**config.mk**
```make
export PLATFORM = sky130hd
export DESIGN_NAME = seq_mem
export DESIGN_NICKNAME = d
export VERILOG_FILES = /design/src/rtl/seq_mem.sv
export SDC_FILE = /design/constraint.sdc
export NUM_CORES = 1
export LEC_CHECK = 0
export CAP_MARGIN = 20
export CELL_PAD_IN_SITES_DETAIL_PLACEMENT = 1
export CELL_PAD_IN_SITES_GLOBAL_PLACEMENT = 1
export CORE_MARGIN = 2
export CORE_UTILIZATION = 28
export CTS_CLUSTER_DIAMETER = 60
export DETAILED_ROUTE_END_ITERATION = 12
export PLACE_DENSITY_LB_ADDON = 0.1
export SYNTH_ARGS = -nofsm -noshare
export SYNTH_HDL_FRONTEND = slang
export SYNTH_SLANG_ARGS = --single-unit
```
**constraint.sdc**
```tcl
create_clock -name clk -period 3.1 [get_ports clk]
set_input_delay 0.62 -clock clk [delete_from_list [all_inputs] [get_ports clk]]
set_output_delay 0.62 -clock clk [all_outputs]
set_load 0.05 [all_outputs]
```
**src/rtl/seq_mem.sv**
```systemverilog
// Growing symbol-sequence memory for the Simon Says game: append, play back over
// valid/ready, and check player entries one symbol at a time.
module seq_mem #(
    parameter  int SYM_W = 2,
    parameter  int DEPTH = 32,
    localparam int LEN_W = $clog2(DEPTH + 1)
) (
    input  logic             clk,
    input  logic             rst_SEQ,
    input  logic             SEQ_CLR,
    input  logic             SEQ_APPEND,
    input  logic [SYM_W-1:0] SEQ_IN,
    input  logic             SEQ_PLAY_START,
    output logic [SYM_W-1:0] SEQ_OUT,
    output logic             SEQ_OUT_VALID,
    input  logic             SEQ_OUT_READY,
    input  logic             SEQ_CHK_START,
    input  logic             SEQ_CHK_VALID,
    input  logic [SYM_W-1:0] SEQ_CHK_IN,
    output logic             SEQ_MATCH,
    output logic             SEQ_MISMATCH,
    output logic             SEQ_ROUND_DONE,
    output logic [LEN_W-1:0] SEQ_LEN,
    output logic             SEQ_FULL,
    output logic             SEQ_BUSY
);

    localparam int PTR_W = $clog2(DEPTH);

    typedef enum logic [1:0] {
        ST_IDLE,
        ST_PLAY,
        ST_CHECK
    } state_t;

    state_t           state_q, state_d;
    logic [LEN_W-1:0] len_q, len_d;
    logic [PTR_W-1:0] ptr_q, ptr_d;
    logic             match_q, match_d;
    logic             mismatch_q, mismatch_d;
    logic             done_q, done_d;
    logic             wr_en;
    logic [SYM_W-1:0] mem_q [DEPTH];
    logic [SYM_W-1:0] rd_sym;
    logic             is_last;
    logic             full;

    // Storage resets to zero so SEQ_OUT reads 0 out of reset; SEQ_CLR leaves it intact.
    always_ff @(posedge clk or posedge rst_SEQ) begin
        if (rst_SEQ) begin
            for (int i = 0; i < DEPTH; i++) begin
                mem_q[i] <= '0;
            end
        end else if (wr_en) begin
            mem_q[PTR_W'(len_q)] <= SEQ_IN;
        end
    end

    assign rd_sym  = mem_q[ptr_q];
    assign is_last = (LEN_W'(ptr_q) == (len_q - LEN_W'(1)));
    assign full    = (len_q == LEN_W'(DEPTH));

    always_ff @(posedge clk or posedge rst_SEQ) begin
        if (rst_SEQ) begin
            state_q    <= ST_IDLE;
            len_q      <= '0;
            ptr_q      <= '0;
            match_q    <= 1'b0;
            mismatch_q <= 1'b0;
            done_q     <= 1'b0;
        end else begin
            state_q    <= state_d;
            len_q      <= len_d;
            ptr_q      <= ptr_d;
            match_q    <= match_d;
            mismatch_q <= mismatch_d;
            done_q     <= done_d;
        end
    end

    // A higher-priority request that is asserted masks the lower ones even if it is itself ignored.
    always_comb begin
        state_d    = state_q;
        len_d      = len_q;
        ptr_d      = ptr_q;
        match_d    = 1'b0;
        mismatch_d = 1'b0;
        done_d     = 1'b0;
        wr_en      = 1'b0;
        if (SEQ_CLR) begin
            state_d = ST_IDLE;
            len_d   = '0;
            ptr_d   = '0;
        end else begin
            case (state_q)
                ST_IDLE: begin
                    if (SEQ_APPEND) begin
                        if (!full) begin
                            wr_en = 1'b1;
                            len_d = len_q + LEN_W'(1);
                        end
                    end else if (SEQ_PLAY_START) begin
                        if (len_q != '0) begin
                            state_d = ST_PLAY;
                            ptr_d   = '0;
                        end
                    end else if (SEQ_CHK_START) begin
                        if (len_q != '0) begin
                            state_d = ST_CHECK;
                            ptr_d   = '0;
                        end
                    end
                end
                ST_PLAY: begin
                    if (SEQ_OUT_READY) begin
                        if (is_last) begin
                            state_d = ST_IDLE;
                            ptr_d   = '0;
                        end else begin
                            ptr_d = ptr_q + PTR_W'(1);
                        end
                    end
                end
                ST_CHECK: begin
                    if (SEQ_CHK_VALID) begin
                        if (SEQ_CHK_IN == rd_sym) begin
                            match_d = 1'b1;
                            if (is_last) begin
                                done_d  = 1'b1;
                                state_d = ST_IDLE;
                                ptr_d   = '0;
                            end else begin
                                ptr_d = ptr_q + PTR_W'(1);
                            end
                        end else begin
                            mismatch_d = 1'b1;
                            state_d    = ST_IDLE;
                            ptr_d      = '0;
                        end
                    end
                end
                default: begin
                    state_d = ST_IDLE;
                    ptr_d   = '0;
                end
            endcase
        end
    end

    assign SEQ_OUT        = rd_sym;
    assign SEQ_OUT_VALID  = (state_q == ST_PLAY);
    assign SEQ_MATCH      = match_q;
    assign SEQ_MISMATCH   = mismatch_q;
    assign SEQ_ROUND_DONE = done_q;
    assign SEQ_LEN        = len_q;
    assign SEQ_FULL       = full;
    assign SEQ_BUSY       = (state_q != ST_IDLE);

endmodule

```
After elaboration in Yosys (flattened, before gate mapping)
Index checks and enable logic that the tools add are counted.
{ "word_totals": {"regBits": 80, "out_inout_bits": 14} }
{ "classes": {"n_addsub": 3, "magnitude_cmp": 3, "eq_ne": 11, "mux": 48, "bitwise_logic": 2, "reduce_logical": 9} }
{ "op_table": {"columns": ["cell", "n"], "rows": [
  ["$bwmux 64", 1],
  ["$mux 5", 9],
  ["$mux 2", 13],
  ["$mux 6", 4],
  ["$mux 1", 17],
  ["$pmux 5 s3", 1],
  ["$ge 6x6->1 const B", 2],
  ["$not 5->6", 2],
  ["$bmux 2 s5", 1],
  ["$demux 2 s5", 1],
  ["$ne 3x3->1 const B", 3],
  ["$add 6x1->6 const B", 1],
  ["$eq 5x6->1", 1],
  ["$eq 6x6->1 const B", 1],
  ["$lt 6x1->1 const B", 1],
  ["$pmux 2 s3", 1],
  ["$reduce_bool 2->1", 3],
  ["$reduce_bool 6->1", 1],
  ["$sub 6x1->6 const B", 1],
  ["$add 5x1->5 const B", 1],
  ["$reduce_and 5->1", 1],
  ["$ne 4x4->1 const B", 1],
  ["$reduce_and 4->1", 1],
  ["$ne 3x2->1 const B", 1],
  ["other kinds (7)", 7]
]} }

Depth between registers and ports, before layout
{ "logic_depth": {"depth_word": 9, "ltp_mapped": 11} }

Worst setup path before layout
No wires, ideal clock.
{ "synth_timing": {"kind": "reg2reg", "start": "reg len_q[0] (netlist: SEQ_LEN[0])", "end": "reg mem_q[48] (netlist bit)", "setup_ns": 0.125, "arrival_ns": 2.654, "setup_slack_ns": 0.321, "stages_incl_launch_ff": 10, "synth_period_minus_slack_ns": 2.779, "path_cell_list": "dfrtp_1 -> clkbuf_1 -> inv_1 -> ha_1 -> and3_1 -> nor3_1 -> and2_1 -> clkbuf_1 -> nand2_1 -> mux2_2"} }
{ "synth_rtl": {"columns": ["item", "line", "text"], "rows": [
  ["from (decl)", "37", "logic [LEN_W-1:0] len_q, len_d;"],
  ["from (signal assigned)", "73", "len_q <= len_d;"],
  ["$eq 6x6->1", "61", "assign full = (len_q == LEN_W'(DEPTH));"],
  ["named net SEQ_FULL", "24", "output logic SEQ_FULL,"],
  ["$mux 1", "98", "if (!full) begin"],
  ["$mux 1", "97", "if (SEQ_APPEND) begin"],
  ["$mux 1", "95", "case (state_q)"],
  ["$mux 1", "90", "if (SEQ_CLR) begin"],
  ["to (signal, indexed assignment)", "52", "mem_q[i] <= '0;"],
  ["to (signal, indexed assignment)", "55", "mem_q[PTR_W'(len_q)] <= SEQ_IN;"],
  ["to (decl)", "43", "logic [SYM_W-1:0] mem_q [DEPTH];"]
]} }
The timed path passes the listed nets, and every way through them passes these cells.
A chain may end at the register's enable or synchronous reset.

Final worst setup path
{ "layout_timing": {"start": "reg ptr_q[0]", "end": "out SEQ_OUT[1]"} }
{ "layout_between": {"elab_chain_cells": 4} }
{ "layout_lines": {"columns": ["item", "line", "text"], "rows": [
  ["from (decl)", "38", "logic [PTR_W-1:0] ptr_q, ptr_d;"],
  ["from (signal assigned)", "74", "ptr_q <= ptr_d;"],
  ["$not 5->6 (implied by the code)", "59", "assign rd_sym = mem_q[ptr_q];"],
  ["$bmux 2 s5", "59", null],
  ["$mux 2 (implied by the code) (2 in a row)", "59", null],
  ["to (decl)", "14", "output logic [SYM_W-1:0] SEQ_OUT,"]
]} }
No other way between the ends. The select of a mux whose other input is x is not followed.

==> summary.txt <==
GRT
  – Largest net degree at the start of global routing: 59
  – Initial antenna violation count: 0
  – First-pass GRT wire length: 18.8 mm
  – Gr usage total: 0.155
  – Overflow after GRT: 0
  – Number of global-route vias before repair: 3318

Floorplan
  – Die Ht: 128 um
  – FP Rows: 45
  – Core area: 15100 um2
  – I/O pin cnt: 26
  – Initial Utilization: 0.283
  – Die area: 16300 um2
  – Die extent in x: 128 um

Final layout
  – Share of post-route cells with drive strength above 1: 0.262
  – Ant. Diodes: 0
  – Commonest non-fill, non-tap cell in the layout: dfrtp_1
  – Area growth syn-to-layout: 20.4%
  – Final net count: 430
  – Fin area: 5150 um2
  – Commonest non-fill, non-tap cells in the layout: dfrtp_1 (79), mux2_2 (64), nand2_1 (52), mux2i_1 (33), clkdlybuf4s50_1 (22)
  – Cell Count, Final, Fillers Out: 601

Routing
  – Iteration-0 DRC Markers: 78
  – Via-to-Cell Ratio: 4.91
  – DRC: 0
  – Detail Route Antenna Nets: 0
  – Routed len/inst: 19.3 um
  – WL final: 11.6 mm
  – 1st-pass router iterations: 4
  – DR vias: 2948

Worst setup path
  – Critical path class: flop to output pin
  – Critical register-to-register path startpoint: ptr_q[0]
  – Setup crit start kind: flop
  – End of the worst register-to-register path: state_q[1]
  – CP arrival: 2240 ps
  – Crit-path max FO: 17
  – Worst reg2reg path depth: 10
  – Critical Path End Type: output pin
  – R2r setup slk: 380 ps
  – WP data required: 2480 ps

Pwr
  – Worst vdd ir: 0.000242 V
  – Total power: 3.29 mW
  – Leak: 2.29 nW
  – PD cells: 639 nW/um2

Logic synthesis
  – Synth async-reset ratio: 1.00
  – Post-synthesis simple-gate area fraction: 0.132
  – Post-synth EDFFs: 0
  – Leading area contributor after synthesis: dfrtp_1
  – Synth Instances: 380
  – Multiplexer area fraction after synthesis: 0.246
  – Top_reg_cell synth: dfrtp_1
  – Synthesized cell area: 4280 um2
  – Synth area leaders: dfrtp_1 (47%), mux2_2 (17%), mux2i_1 (7.7%)
  – Complex-gate fraction of the synthesized area: 0.0588
  – Cell variety after synth: 43
  – Largest family of logic cells by synthesized area: multiplexers
  – Post-Syn Area per Cell: 11.3 um2
  – Synth Area in Adders: 0.0293
  – Yosys reg bits: 80
  – Register area share after synthesis: 0.468
  – Net Count, Synth: 402
  – Area fraction of the dominant cell type after synthesis: 0.468
  – XOR/XNOR Fraction of Synth Area: 0.0301
  – Synth Warn #: 0

Clock tree
  – CTS hold repair buffers: 0
  – Sink Count: 80
  – Clk_lat worst skew: 340 ps
  – # Post-CTS Setup Buffers: 0
  – CTS tree: done
  – Root buf cell: clkbuf_16
  – Clk buf depth: 2
  – H-tree depth: 3
  – TritonCTS Buffers: 9
  – Clock-pin slew on the worst setup and hold paths: 60 ps

STA
  – Final setup violation count: 0
  – Fmax achieved: 0.349 GHz
  – Rel. slew slack: 0.608
  – Actual slew at the worst max-slew pin: 587 ps
  – Fin crit share: 0.923
  – Final hold violation count: 0
  – Final Max Slew Viols: 0
  – Post-route setup TNS: 0 ps
  – Final min period: 2860 ps
  – Worst setup margin: 238 ps
  – Unrepaired setup endpoints after global routing: false
  – Clock skew: 8.06 ps

Min path
  – Hold depth: 1
  – Worst min path class: flop to flop
  – Worst min-delay path startpoint: mem_q[43]
  – Worst Hold End: mem_q[43]

Placed design
  – Cells after DPL: 585
  – Placed Instance Area: 4810 um2
  – Final HPWL DP: 8.06 mm
  – I/O Buffers: 25
  – Routability Congestion: 0.716
  – Pre-CTS setup slack: 226 ps

Flow run
  – Maxcap violations: 0

Outcome
  – Status: finished clean
[through the flow]
stage / hold WS [ps] / utilization
floorplan: 479 / -
global placement: 488 / 0.319
detailed placement: 494 / 0.319
CTS: 508 / 0.341
global route: 515 / 0.341
finish: 503 / 0.341
[synthesized netlist by cell type (2+ instances only)]
cell	n
dfrtp_1	80
mux2_2	64
nand2_1	52
mux2i_1	33
nor2_1	16
a22oi_1	14
clkbuf_1	14
ha_1	10
and2_1	7
inv_1	7
a21oi_1	6
buf_2	6
nand3_1	6
xor2_1	6
nand4_1	5
nor3_1	5
o21ai_1	5
xnor2_1	5
nor2b_1	4
nor3b_1	4
buf_6	3
nand2b_1	3
and3_1	2
nand3b_4	2
nor4_1	2
xor2_2	2
[report_power, final]
part	switching, mW	internal (mW)	total (mW)
clock network	0.442	0.785	1.23
registers	0.0512	1.12	1.17
logic	0.537	0.358	0.894
[sequential cells by signal, indices dropped and copies added, names as in the netlist]
register	count
SEQ_MISMATCH	1
ptr_q	5
state_q	2
SEQ_LEN	6
SEQ_MATCH	1
mem_q	64
SEQ_ROUND_DONE	1
[final cells by class]
cell class / count / area (um2)
flip-flops and latches: 80 / 2000
multi-input cells: 268 / 2120
clock inverters: 6 / 108
repair buffers: 42 / 425
well taps: 188 / 235
clock buffers: 10 / 229
fillers: 1643 / 9940
inverters: 7 / 27.5
[cells by family after synthesis]
logic type | Yosys count
and+or+nand+nor | 113
adders and majority gates | 10
AOI/OAI and AO/OA | 35
muxes | 97
DFF | 80
xor gates and xnor gates | 13
buffers and inverters | 32
[routing by layer]
metal  GRT usage  wire length, um  vias up
li1            -                -     1385
met1       0.198             5470     1514
met2       0.264             5630       38
met3      0.0251              288       11
met4      0.0562              186        0
met5           0                0        -
[repair_timing]
item,CTS,global route
endpoints found under the setup margin,0,3
endpoints found under the hold margin,0,0
resized for setup,0,2
[critical path, stage by stage (launching register included)]
cell and delay [ps]:
dfrtp_2 730, buf_12 230, mux2i_1 270, a22oi_1 130, nand2_1 110, o21ai_1 60
nand3b_4 200, buf_12 170
[worst max path at each step]
stage / startpoint / to / cells past startpoint
final: ptr_q[0] / SEQ_OUT[1] / 7
after global routing: ptr_q[0] / SEQ_OUT[1] / 7
after CTS: SEQ_LEN[3] / SEQ_FULL / 3
after detailed placement: ptr_q[2] / state_q[1] / 9
after global placement: ptr_q[2] / state_q[1] / 9
after floorplan: SEQ_LEN[0] / mem_q[48] / 9
Power figures use the tool's default switching activity.
